==> src/rtl/icache_pkg.sv <==
// Shared definitions for the direct-mapped instruction cache: address
// field positions, controller states and storage types.
package icache_pkg;

  localparam int unsigned TAG_MSB  = 15;
  localparam int unsigned TAG_LSB  = 6;
  localparam int unsigned IDX_MSB  = 5;
  localparam int unsigned IDX_LSB  = 3;
  localparam int unsigned WORD_MSB = 2;
  localparam int unsigned WORD_LSB = 1;
  localparam int unsigned TAG_W    = TAG_MSB - TAG_LSB + 1;
  localparam int unsigned IDX_W    = IDX_MSB - IDX_LSB + 1;

  typedef enum logic [1:0] {
    IDLE,
    COMPARE,
    FILL0,
    FILL1
  } state_t;

  typedef struct packed {
    logic             valid;
    logic [TAG_W-1:0] tag;
  } tag_entry_t;

  typedef logic [63:0] line_t;

  // Pick 16-bit word w out of a line; word w sits at bits [16w+15:16w].
  function automatic logic [15:0] sel_word(input line_t line, input logic [1:0] w);
    logic [15:0] r;
    case (w)
      2'd0:    r = line[15:0];
      2'd1:    r = line[31:16];
      2'd2:    r = line[47:32];
      default: r = line[63:48];
    endcase
    return r;
  endfunction

endpackage

==> src/rtl/icache_ctrl_if.sv <==
// CPU fetch port and memory refill port of the instruction cache.
interface icache_ctrl_if;
  logic [15:0] cpu_req_addr;
  logic        cpu_req_rw;
  logic        cpu_req_valid;
  logic [15:0] cpu_res_data;
  logic        cpu_res_ready;
  logic [15:0] mem_req_addr;
  logic        mem_req_rw;
  logic        mem_req_valid;
  logic [31:0] mem_res_data;
  logic        mem_res_ready;

  // Requester side: issues CPU fetches and answers memory refill beats.
  modport master (
    output cpu_req_addr, cpu_req_rw, cpu_req_valid,
    input  cpu_res_data, cpu_res_ready,
    input  mem_req_addr, mem_req_rw, mem_req_valid,
    output mem_res_data, mem_res_ready
  );

  // Cache side.
  modport slave (
    input  cpu_req_addr, cpu_req_rw, cpu_req_valid,
    output cpu_res_data, cpu_res_ready,
    output mem_req_addr, mem_req_rw, mem_req_valid,
    input  mem_res_data, mem_res_ready
  );
endinterface

==> src/rtl/icache_array.sv <==
// Tag/valid and data storage: asynchronous read by index, synchronous
// full-line write, valid bits cleared by reset or a single-cycle flush.
module icache_array
  import icache_pkg::*;
#(
  parameter int unsigned NLINES = 8,
  localparam int unsigned IW = $clog2(NLINES)
) (
  input  logic             clk,
  input  logic             rst_n,
  input  logic [IW-1:0]    rd_idx,
  output tag_entry_t       rd_entry,
  output line_t            rd_line,
  input  logic             wr_en,
  input  logic [IW-1:0]    wr_idx,
  input  logic [TAG_W-1:0] wr_tag,
  input  line_t            wr_line,
  input  logic             clear
);

  logic [NLINES-1:0] valid;
  logic [TAG_W-1:0]  tags [NLINES];
  line_t             data [NLINES];

  // Valid bits: the only storage that needs a defined reset value.
  always_ff @(posedge clk or negedge rst_n) begin
    if (!rst_n) begin
      valid <= '0;
    end else if (clear) begin
      valid <= '0;
    end else if (wr_en) begin
      valid[wr_idx] <= 1'b1;
    end
  end

  // Tag and data storage, written together when a refill completes.
  always_ff @(posedge clk) begin
    if (wr_en) begin
      tags[wr_idx] <= wr_tag;
      data[wr_idx] <= wr_line;
    end
  end

  assign rd_entry = '{valid: valid[rd_idx], tag: tags[rd_idx]};
  assign rd_line  = data[rd_idx];

endmodule

==> src/rtl/icache_ctrl.sv <==
// Direct-mapped read-only instruction cache controller: lookup FSM,
// two-beat line refill, flush handling and saturating hit/miss counters.
module icache_ctrl
  import icache_pkg::*;
#(
  parameter int unsigned NLINES = 8,
  parameter int unsigned CNT_W  = 16
) (
  input  logic             clk,
  input  logic             rst_n,
  icache_ctrl_if.slave     bus,
  input  logic             flush,
  output logic [CNT_W-1:0] hit_count,
  output logic [CNT_W-1:0] miss_count
);

  state_t           state;
  logic [TAG_W-1:0] req_tag;
  logic [IDX_W-1:0] req_idx;
  logic [1:0]       req_word;
  logic             req_rw;
  logic [31:0]      beat0;

  tag_entry_t       rd_entry;
  line_t            rd_line;
  logic             lookup_hit;
  logic             fill_done;
  logic             flush_now;

  assign lookup_hit = rd_entry.valid && (rd_entry.tag == req_tag);
  assign fill_done  = (state == FILL1) && bus.mem_res_ready;
  assign flush_now  = (state == IDLE) && flush;
  assign bus.mem_req_rw = 1'b0;

  icache_array #(.NLINES(NLINES)) u_array (
    .clk      (clk),
    .rst_n    (rst_n),
    .rd_idx   (req_idx),
    .rd_entry (rd_entry),
    .rd_line  (rd_line),
    .wr_en    (fill_done),
    .wr_idx   (req_idx),
    .wr_tag   (req_tag),
    .wr_line  ({bus.mem_res_data, beat0}),
    .clear    (flush_now)
  );

  // Controller FSM with registered CPU/memory outputs and counters.
  always_ff @(posedge clk or negedge rst_n) begin
    if (!rst_n) begin
      state             <= IDLE;
      req_tag           <= '0;
      req_idx           <= '0;
      req_word          <= '0;
      req_rw            <= 1'b0;
      beat0             <= '0;
      bus.cpu_res_ready <= 1'b0;
      bus.cpu_res_data  <= '0;
      bus.mem_req_valid <= 1'b0;
      bus.mem_req_addr  <= '0;
      hit_count         <= '0;
      miss_count        <= '0;
    end else begin
      bus.cpu_res_ready <= 1'b0;
      case (state)
        IDLE: begin
          // Flush (handled by the array) wins over a pending request.
          if (!flush && bus.cpu_req_valid && !bus.cpu_res_ready) begin
            req_tag  <= bus.cpu_req_addr[TAG_MSB:TAG_LSB];
            req_idx  <= bus.cpu_req_addr[IDX_MSB:IDX_LSB];
            req_word <= bus.cpu_req_addr[WORD_MSB:WORD_LSB];
            req_rw   <= bus.cpu_req_rw;
            state    <= COMPARE;
          end
        end
        COMPARE: begin
          if (req_rw) begin
            bus.cpu_res_ready <= 1'b1;
            bus.cpu_res_data  <= '0;
            state             <= IDLE;
          end else if (lookup_hit) begin
            bus.cpu_res_ready <= 1'b1;
            bus.cpu_res_data  <= sel_word(rd_line, req_word);
            if (hit_count != '1) hit_count <= hit_count + 1'b1;
            state             <= IDLE;
          end else begin
            if (miss_count != '1) miss_count <= miss_count + 1'b1;
            bus.mem_req_valid <= 1'b1;
            bus.mem_req_addr  <= {req_tag, req_idx, 3'b000};
            state             <= FILL0;
          end
        end
        FILL0: begin
          if (bus.mem_res_ready) begin
            beat0            <= bus.mem_res_data;
            bus.mem_req_addr <= {req_tag, req_idx, 3'b100};
            state            <= FILL1;
          end
        end
        FILL1: begin
          // The line is written by the array on this edge; the following
          // COMPARE re-lookup then hits and answers the CPU.
          if (bus.mem_res_ready) begin
            bus.mem_req_valid <= 1'b0;
            bus.mem_req_addr  <= '0;
            state             <= COMPARE;
          end
        end
        default: state <= IDLE;
      endcase
    end
  end

endmodule

==> src/flat_wrapper.sv <==
// flat-port wrapper written by rule: the top's interface ports become plain ports
module icache_ctrl_flat import icache_pkg::*;
#(
  parameter int unsigned NLINES = 8,
  parameter int unsigned CNT_W  = 16
)
  (clk, rst_n, flush, hit_count, miss_count, bus_cpu_req_addr, bus_cpu_req_rw, bus_cpu_req_valid, bus_cpu_res_data, bus_cpu_res_ready, bus_mem_req_addr, bus_mem_req_rw, bus_mem_req_valid, bus_mem_res_data, bus_mem_res_ready);
  icache_ctrl_if bus_i ();
  input  logic clk;
  input  logic rst_n;
  input  logic flush;
  output logic [CNT_W-1:0] hit_count;
  output logic [CNT_W-1:0] miss_count;
  input wire logic [$bits(bus_i.cpu_req_addr)-1:0] bus_cpu_req_addr;
  input wire logic [$bits(bus_i.cpu_req_rw)-1:0] bus_cpu_req_rw;
  input wire logic [$bits(bus_i.cpu_req_valid)-1:0] bus_cpu_req_valid;
  output wire logic [$bits(bus_i.cpu_res_data)-1:0] bus_cpu_res_data;
  output wire logic [$bits(bus_i.cpu_res_ready)-1:0] bus_cpu_res_ready;
  output wire logic [$bits(bus_i.mem_req_addr)-1:0] bus_mem_req_addr;
  output wire logic [$bits(bus_i.mem_req_rw)-1:0] bus_mem_req_rw;
  output wire logic [$bits(bus_i.mem_req_valid)-1:0] bus_mem_req_valid;
  input wire logic [$bits(bus_i.mem_res_data)-1:0] bus_mem_res_data;
  input wire logic [$bits(bus_i.mem_res_ready)-1:0] bus_mem_res_ready;
  assign bus_i.cpu_req_addr = bus_cpu_req_addr;
  assign bus_i.cpu_req_rw = bus_cpu_req_rw;
  assign bus_i.cpu_req_valid = bus_cpu_req_valid;
  assign bus_cpu_res_data = bus_i.cpu_res_data;
  assign bus_cpu_res_ready = bus_i.cpu_res_ready;
  assign bus_mem_req_addr = bus_i.mem_req_addr;
  assign bus_mem_req_rw = bus_i.mem_req_rw;
  assign bus_mem_req_valid = bus_i.mem_req_valid;
  assign bus_i.mem_res_data = bus_mem_res_data;
  assign bus_i.mem_res_ready = bus_mem_res_ready;
  icache_ctrl #(.NLINES(NLINES), .CNT_W(CNT_W)) u_core (.clk(clk), .rst_n(rst_n), .bus(bus_i), .flush(flush), .hit_count(hit_count), .miss_count(miss_count));
endmodule
==> config.mk <==
export PLATFORM = sky130hd
export DESIGN_NAME = icache_ctrl_flat
export DESIGN_NICKNAME = d
export VERILOG_FILES = /design/src/rtl/icache_pkg.sv /design/src/rtl/icache_ctrl_if.sv /design/src/rtl/icache_array.sv /design/src/rtl/icache_ctrl.sv /design/src/flat_wrapper.sv
export SDC_FILE = /design/constraint.sdc
export NUM_CORES = 1
export LEC_CHECK = 0
export ABC_AREA = 0
export BUFFER_PORTS_ARGS = -buffer_cell sky130_fd_sc_hd__buf_2
export CAP_MARGIN = 15
export CORE_ASPECT_RATIO = 0.9
export CORE_UTILIZATION = 40
export CTS_CLUSTER_SIZE = 25
export DETAILED_ROUTE_END_ITERATION = 10
export GPL_ROUTABILITY_DRIVEN = 0
export GPL_TIMING_DRIVEN = 0
export PLACE_DENSITY = 0.59
export REMOVE_ABC_BUFFERS = 1
export SYNTH_ARGS = -nofsm -noshare
export SYNTH_HDL_FRONTEND = slang
export SYNTH_SLANG_ARGS = --single-unit
==> constraint.sdc <==
create_clock -name clk -period 12.14 [get_ports clk]
set_input_delay 2.428 -clock clk [delete_from_list [all_inputs] [get_ports clk]]
set_output_delay 2.428 -clock clk [all_outputs]
set_load 0.05 [all_outputs]
# Yosys cells after proc, flatten, opt, wreduce, memory -nomap -nowiden
# Memories as Yosys holds them, arrays and structs flattened.
# Index checks and enable logic that the tools add are counted.
[word_totals]
ff_bits = 124
mem_bits_rw = 592
inputBits = 54
word_cells = 86
n_memories = 2
[classes]
add_sub_neg = 2
magnitude_cmp = 2
eq_ne = 13
n_mux = 29
n_bitwise = 3
n_reduce_logical = 22
[mem_list]
columns = ["memory", "words", "width", "read_ports", "rd_clocked_by_memory_dff", "wr", "line_no", "source"]
rows = [
  ["u_core.u_array.data", 8, 64, 1, 0, 1, "icache_array.sv:23", "line_t data [NLINES];"],
  ["u_core.u_array.tags", 8, 10, 1, 0, 1, "icache_array.sv:22", "logic [TAG_W-1:0] tags [NLINES];"],
]
[op_table]
columns = ["operator", "n"]
rows = [
  ["16-bit 2-to-1 mux", 6],
  ["16-bit case mux with 3 select lines", 2],
  ["16-bit by 1-bit adder with 16-bit output, second input constant", 2],
  ["16-bit inequality test, second input constant", 2],
  ["8-bit 2-to-1 mux", 2],
  ["4-bit AND reduction", 3],
  ["10-bit equality test", 1],
  ["1-bit 2-to-1 mux", 10],
  ["2-bit 2-to-1 mux", 5],
  ["2-bit inequality test, second input constant", 5],
  ["8-bit OR", 1],
  ["2-bit case mux with 4 select lines", 1],
  ["2-bit equality test, second input constant", 3],
  ["1-bit logical AND", 6],
  ["2-bit AND reduction", 3],
  ["2-bit nonzero test", 3],
  ["5-bit AND reduction", 1],
  ["2-bit by 1-bit equality test with 1-bit output, second input constant", 2],
  ["2-bit logical NOT", 2],
  ["3-bit by 4-bit < comparator with 1-bit output, second input constant", 1],
  ["1-bit binary-select mux with 3-bit select", 1],
  ["1-bit demux with 3-bit select", 1],
  ["3-bit by 1-bit >= comparator with 1-bit output, second input constant", 1],
  ["3-bit AND reduction", 1],
  ["4 further kinds", 6],
]

# Longest topological paths before layout
[logic_depth]
word_depth = 7
ltp_mapped = 11
mapped_depth_nobuf = 9

# Modules after synthesis
# A second synthesis with hierarchy kept.
[hier_totals]
hier_cells = 1325
area_unflattened_um2 = 28140.7
[by_module_without_submodules]
columns = ["module", "n_inst", "cells_each", "area_per_inst_um2", "seq_area_each_um2"]
rows = [
  ["icache_array", 1, 901, 22635.5, 17977.2],
  ["icache_ctrl", 1, 424, 5505.3, 2852.7],
]

# Worst setup path before layout
# No wires, ideal clock.
[synth_timing]
path_type = "in2reg"
start = "input port bus_mem_res_ready"
end = "memory u_core.u_array.data[1][0] (netlist bit) (enable)"
setup_time_ps = 599
arrival_ps = 7644
setup_slack_ps = 3896
path_stages = 2
n_path_buf = 0
path_cell_list = "nand3_1 > nor3_1"
[synth_via]
elab_chain_len = 3
[synth_lines]
columns = ["item", "line_no", "source"]
rows = [
  ["from (decl)", "flat_wrapper.sv:23", "input wire logic [$bits(bus_i.mem_res_ready)-1:0] bus_mem_res_ready;"],
  ["1-bit logical AND", "icache_ctrl.sv:31", "assign fill_done = (state == FILL1) && bus.mem_res_ready;"],
  ["1-bit 2-to-1 mux", "icache_array.sv:38", "if (wr_en) begin"],
  ["1-bit 2-to-1 mux (implied by the code)", "icache_array.sv:40", "data[wr_idx] <= wr_line;"],
  ["to (decl)", "icache_array.sv:23", ""],
]
# Every way passes these cells.

# Worst setup path after layout
[layout_timing]
start = "register u_core.req_idx[0]"
end = "register u_core.bus.cpu_res_data[1]"
[layout_via]
elab_chain_len = 5
word_cells_on_any_way = 11
[layout_lines]
columns = ["item", "line_no", "source"]
rows = [
  ["from (decl)", "icache_ctrl.sv:19", "logic [IDX_W-1:0] req_idx;"],
  ["from (signal assigned)", "icache_ctrl.sv:70", "req_idx <= bus.cpu_req_addr[IDX_MSB:IDX_LSB];"],
  ["memory 8 x 10 bit / 1-bit binary-select mux with 3-bit select (equally long branches)", "-", ""],
  ["10-bit equality test / 1-bit 2-to-1 mux (equally long branches)", "icache_ctrl.sv:30, icache_array.sv:44", ""],
  ["1-bit logical AND", "icache_ctrl.sv:30", "assign lookup_hit = rd_entry.valid && (rd_entry.tag == req_tag);"],
  ["2-bit nonzero test (no source line)", "-", ""],
  ["2-bit AND reduction (no source line)", "-", ""],
  ["to (signal assigned)", "icache_ctrl.sv:83", "bus.cpu_res_data <= sel_word(rd_line, req_word);"],
  ["to (decl)", "icache_ctrl_if.sv:25", "output cpu_res_data, cpu_res_ready,"],
]
# Parallel ways exist; a longest one is shown, timed or not. The select of a mux whose other input is x is not followed.
# A chain may end at the register's enable or synchronous reset.

==> summary.txt <==
Run status
  – Outcome: finished, final reports clean

Global route
  – Total track usage: 17.38%
  – Total grt overflow: 0
  – GRT busiest layer: met2
  – GRT met2 Usage: 28.49%
  – GR Util met1: 23.55%
  – Largest net degree at the start of global routing: 85
  – Met3 GRT Util: 3.903%
  – First-pass GRT wire length: 91290 um
  – Initial antenna violation count: 4
  – Number of global-route vias before repair: 14456

Hold path
  – Hold Path Class: reg2reg
  – Hold Crit Depth: 1
  – Worst Hold End: u_core.hit_count[9]$_DFFE_PN0P_
  – Hold_sp: u_core.hit_count[9]$_DFFE_PN0P_

Die
  – Die W: 281.3 um
  – IO Count: 121
  – # rows: 91
  – Die area: 0.07129 mm^2
  – Starting density of the core: 40.71%
  – Die Y: 253.4 um
  – Core footprint: 0.06900 mm^2

Yosys
  – Ys async rst share: 17.09%
  – #FFs+latches synth: 714
  – Synth top area cells: edfxtp_1 (63%), mux4_2 (13%), dfrtp_1 (11%)
  – Yosys warnings: 0
  – Number of synthesized flops with an enable pin: 592
  – Distinct cells, synth: 52
  – Synthesized area: 0.02809 mm^2
  – Sequential area share after synthesis: 74.15%
  – Post-synth top cells: edfxtp_1 (592), mux4_2 (160), dfrtp_1 (122)
  – Cell taking the most area after synthesis: edfxtp_1
  – Primary FF master, synth: edfxtp_1
  – Synth Area per Inst: 20.28 um^2
  – Synth top area share: 63.28%
  – Cells after Synth: 1385
  – Most numerous cell in the Yosys netlist: edfxtp_1

Pwr
  – Total power: 7.379 mW
  – Power per cell area: 223.7 mW/mm^2
  – Leakage: 11.37 nW
  – Peak VDD IR: 0.1361 mV

Route
  – # DRC: 0
  – Total Wirelength: 59910 um
  – Initial DRC Count: 927
  – Antenna viol nets, final: 0
  – Via density: 5.354
  – WL/cell: 23.51 um
  – 1st-pass router iterations: 5
  – Via count: 13641

Clocking
  – Gates resized, CTS repair: 0
  – CTS tree: done
  – Setup bufs post-CTS: 0
  – Total CTS buffers: 73
  – Num Clock Sinks: 714
  – CTS max path bufs: 3
  – H-tree depth: 3
  – Hold buffers post-CTS: 0
  – CTS root buf: clkbuf_16
  – Clk slew on worst S/H paths: 60 ps
  – Skew-Pair Late Insertion Delay: 610 ps

Timing
  – Final period utilization: 39.11%
  – Unrepaired setup endpoints after global routing: no
  – Skew final: 16.17 ps
  – Final Hold Vio Count: 0
  – Final min period: 4748 ps
  – Slew Limit Fails: 0
  – Fmax achieved: 210.6 MHz
  – Slew headroom: 31.16%
  – Setup WS post-layout: 7392 ps
  – Setup violators final: 0
  – Least-Margin Pin Slew: 1033 ps

Critical path
  – R2R Setup Slk: 7390 ps
  – Crit Path Category: reg2reg
  – R2r startpoint: u_core.req_idx[0]$_DFFE_PN0P_
  – Req. time, crit path: 12610 ps
  – Crit path max fanout: 44
  – Startpoint Class: register
  – Arr. time, crit path: 5220 ps
  – Crit. End Element: register
  – Reg-to-Reg End: u_core.bus.cpu_res_data[1]$_DFFE_PN0P_
  – Cells on worst reg2reg path: 10

Cells and area
  – Post-route cell area: 0.03299 mm^2
  – Final Util: 47.81%
  – Final Non-Filler Cells: 2548
  – Layout Nets: 1619
  – N_diodes: 0
  – Area Overhead vs Synth: 17.42%
  – Share of post-route cells with drive strength above 1: 31.71%

Place
  – Cell count after placement: 2411
  – Pre-CTS WS: 7327 ps
  – Buffers on Ports: 116
  – DP Area: 0.03061 mm^2
  – Post-detailed-placement half-perimeter wirelength: 36280 um

Job
  – Max Cap Viol: 0
-- layout make-up --
cell class,count,area (um^2)
clock buffer,104,2053
clock inverter,31,277.8
fill,5720,36010
inverter,20,75.07
multi-input combinational,576,6878
sequential,714,20850
tap,930,1164
timing repair buffer,173,1692
-- cells in the final DEF, fill, tap and decap left out, types with 7 or more instances in the layout --
| cell type | netlist | final |
|---|---|---|
| edfxtp_1 | 592 | 592 |
| mux4_2 | 160 | 160 |
| dfrtp_1 | 122 | 117 |
| buf_2 | 21 | 115 |
| clkbuf_16 | 0 | 73 |
| mux2i_1 | 61 | 61 |
| mux2_2 | 55 | 55 |
| xnor2_1 | 26 | 26 |
| nand2_1 | 26 | 25 |
| nand3_1 | 20 | 20 |
| clkbuf_1 | 32 | 20 |
| buf_16 | 0 | 20 |
| inv_1 | 19 | 19 |
| nand2b_1 | 18 | 18 |
| nor2b_1 | 18 | 18 |
| buf_6 | 4 | 18 |
| a21oi_1 | 17 | 17 |
| a211oi_1 | 16 | 16 |
| o211ai_1 | 16 | 16 |
| buf_12 | 0 | 14 |
| nor2_1 | 19 | 12 |
| o21a_1 | 12 | 12 |
| clkinv_2 | 0 | 11 |
| clkbuf_8 | 0 | 11 |
| nor3_1 | 12 | 10 |
| xor2_1 | 10 | 10 |
| clkinv_1 | 1 | 9 |
| o21ai_0 | 8 | 8 |
| and3_1 | 8 | 8 |
| o311ai_1 | 8 | 8 |
| and2_1 | 7 | 7 |
| o311ai_0 | 7 | 7 |
| ha_1 | 7 | 7 |
-- worst max-delay path, stage by stage (launching register included) --
cell and delay [ps]:
dfrtp_4 700, buf_16 300, buf_16 300, mux4_2 540, mux2i_1 200, xnor2_1 140, nor2_1 160, nand3_1 660
buf_16 430, or2_1 620, o311ai_0 530
-- state kept, by name, summed over array words and instances (netlist names) --
register	count
u_core.req_tag	10
u_core.bus.cpu_res_ready	1
u_core.u_array.data	512
u_core.beat0	32
u_core.req_idx	3
u_core.miss_count	16
u_core.u_array.valid	8
u_core.state	2
u_core.bus.cpu_res_data	16
u_core.req_word	2
u_core.bus.mem_req_valid	1
u_core.u_array.tags	80
u_core.bus.mem_req_addr	14
u_core.hit_count	16
u_core.req_rw	1
-- metal layers --
| metal | share of wire, % | wire length, um |
|---|---|---|
| met1 | 44 | 26420 |
| met2 | 49 | 29350 |
| met5 | 0.050 | 30 |
| met4 | 1.8 | 1055 |
| met3 | 5.1 | 3058 |
-- report_power, final --
part           internal, mW  leakage, nW  switching [mW]
logic                 0.936         3.32           0.920
registers              2.99         6.91           0.361
clock network          1.25         1.14           0.917
-- kinds of logic (layout without fill, tap and decap cells) --
group                    count (synthesis)  in the layout  synth area share [%]
XOR/XNOR                                36             36                 1.122
AND/OR/NAND/NOR                        155            155                 3.051
AO/OA/AOI/OAI                           97             97                 2.459
buffers and inverters                   97            328                 1.603
flip-flops                             714            714                 74.15
adder cells (fa/ha/maj)                  7              7                0.3118
multiplexers                           278            278                 17.29
other                                    1              3               0.01335
-- through the flow --
step           setup TNS (ps)  hold WS, ps
2_1_floorplan               0        458.9
5_1_grt                     0        510.7
3_3_place_gp         -3511060        467.0
4_1_cts                     0        490.7
3_5_place_dp                0        478.0
6_report                    0        487.0
-- worst max path at each step --
stage / start / end / slack (ps)
after floorplan: u_core.req_idx[0]$_DFFE_PN0P_ / u_core.u_array.data[1][0]$_DFFE_PP_ / 580
after global placement: u_core.req_idx[1]$_DFFE_PN0P_ / u_core.u_array.data[0][48]$_DFFE_PP_ / -14460
after detailed placement: u_core.req_idx[0]$_DFFE_PN0P_ / u_core.bus.cpu_res_data[1]$_DFFE_PN0P_ / 7330
after CTS: u_core.req_idx[0]$_DFFE_PN0P_ / u_core.bus.cpu_res_data[1]$_DFFE_PN0P_ / 7300
after global routing: u_core.req_idx[0]$_DFFE_PN0P_ / u_core.bus.cpu_res_data[1]$_DFFE_PN0P_ / 7120
final: u_core.req_idx[0]$_DFFE_PN0P_ / u_core.bus.cpu_res_data[1]$_DFFE_PN0P_ / 7390
(Power assumes the default switching activity.)
